File: src/rtl/alu_arbiter_pkg.sv
// Shared types for the two-requester ALU arbiter: opcode encoding and FSM states.
package alu_arbiter_pkg;

   typedef enum logic [1:0] {
      ADD = 2'b00,
      SUB = 2'b01,
      AND = 2'b10,
      OR  = 2'b11
   } alu_op_t;

   typedef enum logic [1:0] {
      IDLE = 2'b00,
      EXEC = 2'b01,
      RESP = 2'b10
   } state_t;

endpackage

File: src/rtl/alu_arbiter_alu.sv
// Combinational ALU shared by both requesters; ADD/SUB wrap, carry/borrow dropped.
module basic_alu
   import alu_arbiter_pkg::*;
#(
   parameter int WIDTH = 4
) (
   input  logic [1:0]       op,
   input  logic [WIDTH-1:0] a,
   input  logic [WIDTH-1:0] b,
   output logic [WIDTH-1:0] y
);

   always_comb begin
      y = '0;
      case (alu_op_t'(op))
         ADD:     y = a + b;
         SUB:     y = a - b;
         AND:     y = a & b;
         OR:      y = a | b;
         default: y = '0;
      endcase
   end

endmodule

File: src/rtl/alu_arbiter.sv
// Round-robin arbiter feeding one shared ALU: accept in IDLE, compute in EXEC,
// hold the registered result in RESP until the consumer takes it.
module alu_arbiter
   import alu_arbiter_pkg::*;
#(
   parameter int WIDTH = 4
) (
   input  logic             clk,
   input  logic             rst,
   input  logic             req0_valid,
   input  logic [1:0]       req0_op,
   input  logic [WIDTH-1:0] req0_a,
   input  logic [WIDTH-1:0] req0_b,
   output logic             req0_ready,
   input  logic             req1_valid,
   input  logic [1:0]       req1_op,
   input  logic [WIDTH-1:0] req1_a,
   input  logic [WIDTH-1:0] req1_b,
   output logic             req1_ready,
   output logic             rsp_valid,
   output logic             rsp_id,
   output logic [WIDTH-1:0] rsp_y,
   input  logic             rsp_ready,
   output logic             busy
);

   state_t           state_q, state_d;
   logic             last_grant_q, last_grant_d;
   alu_op_t          op_q, op_d;
   logic [WIDTH-1:0] a_q, a_d;
   logic [WIDTH-1:0] b_q, b_d;
   logic             id_q, id_d;
   logic             rsp_valid_q, rsp_valid_d;
   logic             rsp_id_q, rsp_id_d;
   logic [WIDTH-1:0] rsp_y_q, rsp_y_d;
   logic [WIDTH-1:0] alu_y;
   logic             grant0, grant1;

   basic_alu #(.WIDTH(WIDTH)) u_alu (
      .op (op_q),
      .a  (a_q),
      .b  (b_q),
      .y  (alu_y)
   );

   always_comb begin
      state_d      = state_q;
      last_grant_d = last_grant_q;
      op_d         = op_q;
      a_d          = a_q;
      b_d          = b_q;
      id_d         = id_q;
      rsp_valid_d  = rsp_valid_q;
      rsp_id_d     = rsp_id_q;
      rsp_y_d      = rsp_y_q;

      // On contention the requester that did not win last time gets the slot.
      grant0     = req0_valid & (~req1_valid | last_grant_q);
      grant1     = req1_valid & (~req0_valid | ~last_grant_q);
      req0_ready = (state_q == IDLE) & ~rst & grant0;
      req1_ready = (state_q == IDLE) & ~rst & grant1;

      case (state_q)
         IDLE: begin
            if (req1_ready) begin
               op_d         = alu_op_t'(req1_op);
               a_d          = req1_a;
               b_d          = req1_b;
               id_d         = 1'b1;
               last_grant_d = 1'b1;
               state_d      = EXEC;
            end else if (req0_ready) begin
               op_d         = alu_op_t'(req0_op);
               a_d          = req0_a;
               b_d          = req0_b;
               id_d         = 1'b0;
               last_grant_d = 1'b0;
               state_d      = EXEC;
            end
         end
         EXEC: begin
            rsp_y_d     = alu_y;
            rsp_id_d    = id_q;
            rsp_valid_d = 1'b1;
            state_d     = RESP;
         end
         RESP: begin
            if (rsp_ready) begin
               rsp_valid_d = 1'b0;
               state_d     = IDLE;
            end
         end
         default: begin
            rsp_valid_d = 1'b0;
            state_d     = IDLE;
         end
      endcase
   end

   always_ff @(posedge clk) begin
      if (rst) begin
         state_q      <= IDLE;
         last_grant_q <= 1'b1;
         op_q         <= ADD;
         a_q          <= '0;
         b_q          <= '0;
         id_q         <= 1'b0;
         rsp_valid_q  <= 1'b0;
         rsp_id_q     <= 1'b0;
         rsp_y_q      <= '0;
      end else begin
         state_q      <= state_d;
         last_grant_q <= last_grant_d;
         op_q         <= op_d;
         a_q          <= a_d;
         b_q          <= b_d;
         id_q         <= id_d;
         rsp_valid_q  <= rsp_valid_d;
         rsp_id_q     <= rsp_id_d;
         rsp_y_q      <= rsp_y_d;
      end
   end

   assign rsp_valid = rsp_valid_q;
   assign rsp_id    = rsp_id_q;
   assign rsp_y     = rsp_y_q;
   assign busy      = (state_q != IDLE);

endmodule

File: config.mk
export PLATFORM = sky130hd
export DESIGN_NAME = alu_arbiter
export DESIGN_NICKNAME = d
export VERILOG_FILES = /design/src/rtl/alu_arbiter_pkg.sv /design/src/rtl/alu_arbiter_alu.sv /design/src/rtl/alu_arbiter.sv
export SDC_FILE = /design/constraint.sdc
export NUM_CORES = 1
export LEC_CHECK = 0
export CAP_MARGIN = 20
export CORE_MARGIN = 5
export CORE_UTILIZATION = 50
export CTS_CLUSTER_SIZE = 30
export DETAILED_ROUTE_END_ITERATION = 8
export DONT_BUFFER_PORTS = 1
export GPL_TIMING_DRIVEN = 0
export PLACE_DENSITY = 0.74
export SLEW_MARGIN = 5
export SYNTH_ARGS = -nofsm -noshare
export SYNTH_HDL_FRONTEND = slang
export SYNTH_HIERARCHICAL = 1
export SYNTH_SLANG_ARGS = --single-unit
File: constraint.sdc
create_clock -name clk -period 2.49 [get_ports clk]
set_input_delay 0.747 -clock clk [delete_from_list [all_inputs] [get_ports clk]]
set_output_delay 0.747 -clock clk [all_outputs]
set_load 0.01 [all_outputs]
Yosys cells after proc, flatten, opt, wreduce, memory -nomap -nowiden --
Index checks and enable logic that the tools add are counted.
Operators by class: $add $sub $neg 2, equal/unequal tests 7, muxes and demuxes 15, bitwise logic cells 14, reduce and logical (&&, ||, !) cells 7
Operator list (count):
- 4-bit 2-to-1 mux | 4
- 4-bit one-hot mux with 4 select lines | 1
- 2-bit 2-to-1 mux | 5
- 2-bit == test (second input constant) | 3
- 2-bit one-hot mux with 3 select lines | 1
- 2-bit AND reduction | 3
- 1-bit AND | 5
- 1-bit inverter | 5
- 4-bit adder | 1
- 4-bit AND | 1
- 2-bit by 1-bit == test with 1-bit output (second input constant) | 2
- 2-bit logical NOT | 2
- 4-bit OR | 1
- 2-bit nonzero test | 2
- 4-bit subtractor | 1
- 1-bit 2-to-1 mux | 3
- 3-bit != test (second input constant) | 1
- 1-bit one-hot mux with 3 select lines | 1
- 2-bit != test (second input constant) | 1
- 1-bit OR | 2
Storage, ports and cells: bits in registers 20, input port bits 25, output and inout port bits 9, word-level logic and storage cells 54

Longest topological paths before layout --
depth in word-level cells 7, gate-level depth with buffers 11, mapped depth without buffers 11

Modules after synthesis --
Netlist, hierarchy kept.
By module, submodules not included:
- alu_arbiter | instances 1, cells an instance 102, area an instance 910.9 um^2, seq. area each 400.4 um^2
- basic_alu | instances 1, cells an instance 44, area an instance 347.8 um^2, seq. area each 0.0 um^2

Least setup slack after synthesis --
OpenSTA, ideal clock, no wires.
kind input -> output, start input port rst, end output port req1_ready, arrival time 1.425 ns, required time 1.743 ns, slack 0.318 ns, cell stages on the path 3, path buffers 1, path through or3_4 buf_6 nor2_1
On the way: word-level cells in the longest chain between the ends 3
Ends and longest elaborated chain:
- start: declaration | line alu_arbiter.sv:9 | input logic rst,
- 1-bit inverter | line alu_arbiter.sv:61 | req1_ready = (state_q == IDLE) & ~rst & grant1;
- 1-bit AND (2 in a row) | line alu_arbiter.sv:61
- end: declaration | line alu_arbiter.sv:19 | output logic req1_ready,
No other way between the ends.

Final worst setup path --
start register op_q[1], end register rsp_y_q[3] (netlist: rsp_y[3])
On the way: word-level cells in the longest chain between the ends 2, elaborated cells between the ends (all ways) 5, classes of those cells eq/ne: 3; mux: 1; reduce/logical: 1
Ends and longest elaborated chain:
- start: declaration | line alu_arbiter.sv:29 | alu_op_t op_q, op_d;
- start signal: assignment | line alu_arbiter.sv:114 | op_q <= op_d;
- 2-bit == test, or another cell as far along | line alu_arbiter_alu.sv:15 | case (alu_op_t'(op))
- 4-bit one-hot mux with 4 select lines * | line alu_arbiter_alu.sv:15
- net alu_y[3] | line alu_arbiter.sv:36 | logic [WIDTH-1:0] alu_y;
- end signal: assignment | line alu_arbiter.sv:120 | rsp_y_q <= rsp_y_d;
- end: declaration | line alu_arbiter.sv:35 | logic [WIDTH-1:0] rsp_y_q, rsp_y_d;
Mark *: on every way through the listed nets, which the timed path passes. The rest lies on a longest branch. A chain may end at the register's enable or synchronous reset.

==> impl_summary.txt <==
----------------------------------------------------
[Status]
  Run status ... finished clean

[GRT]
  Global-route wire length before repair ... 4600 microns
  Global routing usage summed across all routing layers ... between 10% and 20%
  Number of antenna violations at the first check in global routing ... 0
  Largest net degree at the start of global routing ... 12
  Number of global-route vias before repair ... 1,109
  Residual overflow from global routing ... 0

[Run]
  Number of maximum-capacitance violations ... 0

[Timing]
  Worst Skew ... 0.00654 ns
  Count of final setup violators ... 0
  Crit share post-route ... 91.8%
  Number of endpoints with negative hold slack in the final report ... 0
  Worst hold slack ... about 0.5 ns
  Slew Limit Headroom ... 71.9%
  Tightest Pin Transition ... 0.422 ns
  Setup repair after global routing missed its margin ... false
  Max Clock Freq ... 437 MHz
  Count of pins over their slew limit ... 0
  Final critical delay including setup and external delays ... about 2.3 ns
  Setup slack after layout ... between 0.2 and 0.25 ns
  Total Neg Setup Slack ... 0 ns

[Detailed routing]
  Vias after detailed routing ... 1,051
  Average wire per standard cell ... 15.4 microns
  Total wire length after detailed routing ... approximately 2800 microns
  DRC violation count after routing ... 0
  Antenna-violating nets left ... 0
  Initial DRC Count ... 24
  First drt pass iteration count ... 5
  Post-DR vias/cell ... 5.84

[Clock tree]
  Number of buffers on the longest clock path ... 2
  Clock-pin transition on the worst setup and hold timing paths ... 0.11 ns
  Number of H-tree levels ... 1
  TritonCTS sink count ... 20
  Clock root cell ... sky130_fd_sc_hd__clkbuf_4
  Clock tree from TritonCTS ... yes
  CTS Hold Buffers Added ... 0
  Total CTS buffers ... 3
  Insertion delay of the later-clocked pin in the worst-skew pair ... 0.30 ns

[Setup path]
  Critical Path End Type ... flop
  CP Class ... reg -> reg
  Required time worst endpoint ... 2.73 ns
  CP max stage cell ... sky130_fd_sc_hd__dfxtp_1
  Critical Path Source Type ... flop
  Delay of the slowest critical-path stage ... 0.53 ns
  Max Fanout on Critical Path ... 9
  CP dominant cell by count ... sky130_fd_sc_hd__nor2_1
  Ordered cell list for the critical path ... nor2b_2 > nor2_1 > xnor2_1 > ha_1 > a21oi_1 > nand2_1 > a31o_1 > a211oi_2 > mux2i_1 > nor2_1
  Endpoint arrival time on the critical path ... roughly 2.5 ns

[Floorplan]
  IO Pins ... 34
  Count of standard-cell rows ... 18
  Starting density of the core ... between 50% and 60%
  Die Y ... 60.2 microns
  Die Wd ... around 60 microns
  Core region area ... 2430 sq um
  Total die area ... 3620 sq um

[Final layout]
  Layout Area Growth over Synthesis ... 6.36%
  Final cell utilization of the core ... 55.0%
  Ratio of cells with drive above 1 in the final layout ... 18.7%
  Final Cell Area ... around 1300 sq um
  Post-route insts no fill ... 180
  Register area ... between 400 and 500 sq um
  Layout filler cell count ... 241
  Area used by multi-input combinational logic ... approximately 770 sq um
  Number of diodes added for antenna fixing ... 0
  Nets ... 183

[Power]
  Overall Power ... 0.862 mW
  Peak VDD IR ... 0.000386 V
  Leakage Power ... ~0.50 nW
  Part of the power in combinational logic ... 32.8%
  Pwr/cell area ... between 600 and 700 nW/um^2
  Int Power ... 0.576 mW
  Power dissipated by switching net loads ... 0.286 mW
  Proportion of power drawn by flip-flops and latches ... 45.5%
  Fraction of power consumed by the clock network ... 21.7%
  Sw Share ... between 30% and 40%

[Synth]
  Share of flip-flops with an asynchronous set or reset ... 0%
  Synthesized area ... 1260 sq um
  Library cells used by synthesis ... 39
  Mean post-synth cell area ... ~8.6 sq um
  EDFF count, synth ... 0
  Sequential-to-total area share from yosys stat ... 31.8%
  Number of instances in the synthesized netlist ... 146
  Flop and latch count out of synthesis ... 20
  Count of warnings emitted by yosys ... 6
  Nets in the synthesized netlist ... roughly 180
  Synth Flop Type ... sky130_fd_sc_hd__dfxtp_1

[Place]
  Placed wire-length estimate ... between 2000 and 2500 microns
  Placed instance count ... 176
  Number of input and output port buffers inserted ... 0
  Pre-CTS WS ... 0.133 ns
  Gpl congestion ... just under 0.8
  Post-Place Cell Area ... roughly 1300 sq um

[Hold path]
  Hold Path Class ... reg -> reg

----------------------------------------------------
-- layout make-up --
cell class	instances	area share, %
plain buffers	10	4.39
well taps	30	2.80
flip-flops and latches	20	30.2
clock buffers	4	2.71
multi-input cells	108	57.7
inverters	8	2.24
-- placed cells by master, fill, tap and decap left out, types with 6 or more instances in the layout --
| cell type | Yosys | final |
|---|---|---|
| sky130_fd_sc_hd__nand3_1 | 10 | 10 |
| sky130_fd_sc_hd__dfxtp_1 | 20 | 17 |
| sky130_fd_sc_hd__inv_1 | 8 | 8 |
| sky130_fd_sc_hd__nor2_1 | 11 | 11 |
| sky130_fd_sc_hd__ha_1 | 6 | 6 |
| sky130_fd_sc_hd__mux2i_1 | 6 | 6 |
| sky130_fd_sc_hd__a311oi_1 | 10 | 10 |
| sky130_fd_sc_hd__a21oi_1 | 15 | 15 |
| sky130_fd_sc_hd__o21ai_1 | 8 | 8 |
-- path summary, 6_finish.rpt --
kind	startpoint	endpoint	depth (start not counted)	slack, ns
worst min register to register	id_q$_SDFFE_PP0P_	id_q$_SDFFE_PP0P_	2	0.50
worst max register to register	op_q[1]$_SDFFE_PP0P_	rsp_y[3]$_SDFFE_PP0P_	10	0.20
worst max-delay path	op_q[1]$_SDFFE_PP0P_	rsp_y[3]$_SDFFE_PP0P_	10	0.20
worst min-delay path	id_q$_SDFFE_PP0P_	id_q$_SDFFE_PP0P_	2	0.50
-- metal layers --
layer | share of wire [%] | routed length (microns) | vias up | track usage, %
li1 | - | - | 542 | -
met1 | 40 | 1120 | 478 | 18.9
met2 | 52 | 1450 | 25 | 29.2
met3 | 5.0 | 138 | 6 | 3.89
met4 | 2.3 | 63 | 0 | 8.86
met5 | 0 | 0 | - | 0
-- registers in the layout, summed over array words and instances, names as in the netlist --
name and count:
op_q 2, state_q 2, a_q 4, rsp_valid 1
last_grant_q 1, rsp_y 4, id_q 1, rsp_id 1
b_q 4
-- cells in the mapped netlist (all sizes together) (2+ instances only) --
| library cell | n | area, sq um |
|---|---|---|
| xnor2 | 2 | 17.5 |
| dfxtp | 20 | 400 |
| a211oi | 2 | 32.5 |
| a311oi | 10 | 87.6 |
| nand2 | 5 | 18.8 |
| nand3 | 10 | 50.1 |
| nor2b | 3 | 18.8 |
| ha | 6 | 75.1 |
| and2 | 2 | 12.5 |
| mux2 | 2 | 22.5 |
| a21oi | 15 | 75.1 |
| or2 | 3 | 18.8 |
| o21ai | 13 | 65.1 |
| nor2 | 11 | 41.3 |
| maj3 | 2 | 20.0 |
| buf | 9 | 55.0 |
| or3 | 2 | 22.5 |
| mux2i | 6 | 60.1 |
| inv | 8 | 30.0 |
| nor3 | 3 | 25.0 |
-- worst max-delay path: cells and delay by family, from the launching register on --
family | cells | cell delay, ns
adder cells (fa/ha/maj) | 1 | 0.28
flip-flops | 1 | 0.53
AND/OR/NAND/NOR | 4 | 0.42
XOR/XNOR | 1 | 0.13
AO/OA/AOI/OAI | 3 | 0.76
multiplexers | 1 | 0.11
-- power by group through the flow --
stage / clock (mW) / sequential [mW] / combinational [mW]
global placement: 0 / 0.398 / 0.270
floorplan: 0 / 0.389 / 0.237
detailed placement: 0 / 0.399 / 0.284
CTS: 0.191 / 0.392 / 0.285
finish: 0.187 / 0.392 / 0.283
global route: 0.206 / 0.400 / 0.317
-- cell families (layout without fill, tap and decap cells) --
group | Yosys count | in the layout | share of synthesized area (%)
compound gates | 46 | 46 | 25.0
xor+xnor | 3 | 3 | 2.09
fa+ha+maj | 9 | 9 | 9.15
buf+inv | 18 | 22 | 7.06
flops | 20 | 20 | 31.8
mux | 8 | 8 | 6.56
simple gates | 42 | 42 | 18.3
-- repair_timing --
item,in CTS,in global routing
resized for setup,0,4
buffers inserted,0,0
endpoints found under the setup margin,0,1
(Power assumes the default switching activity.)
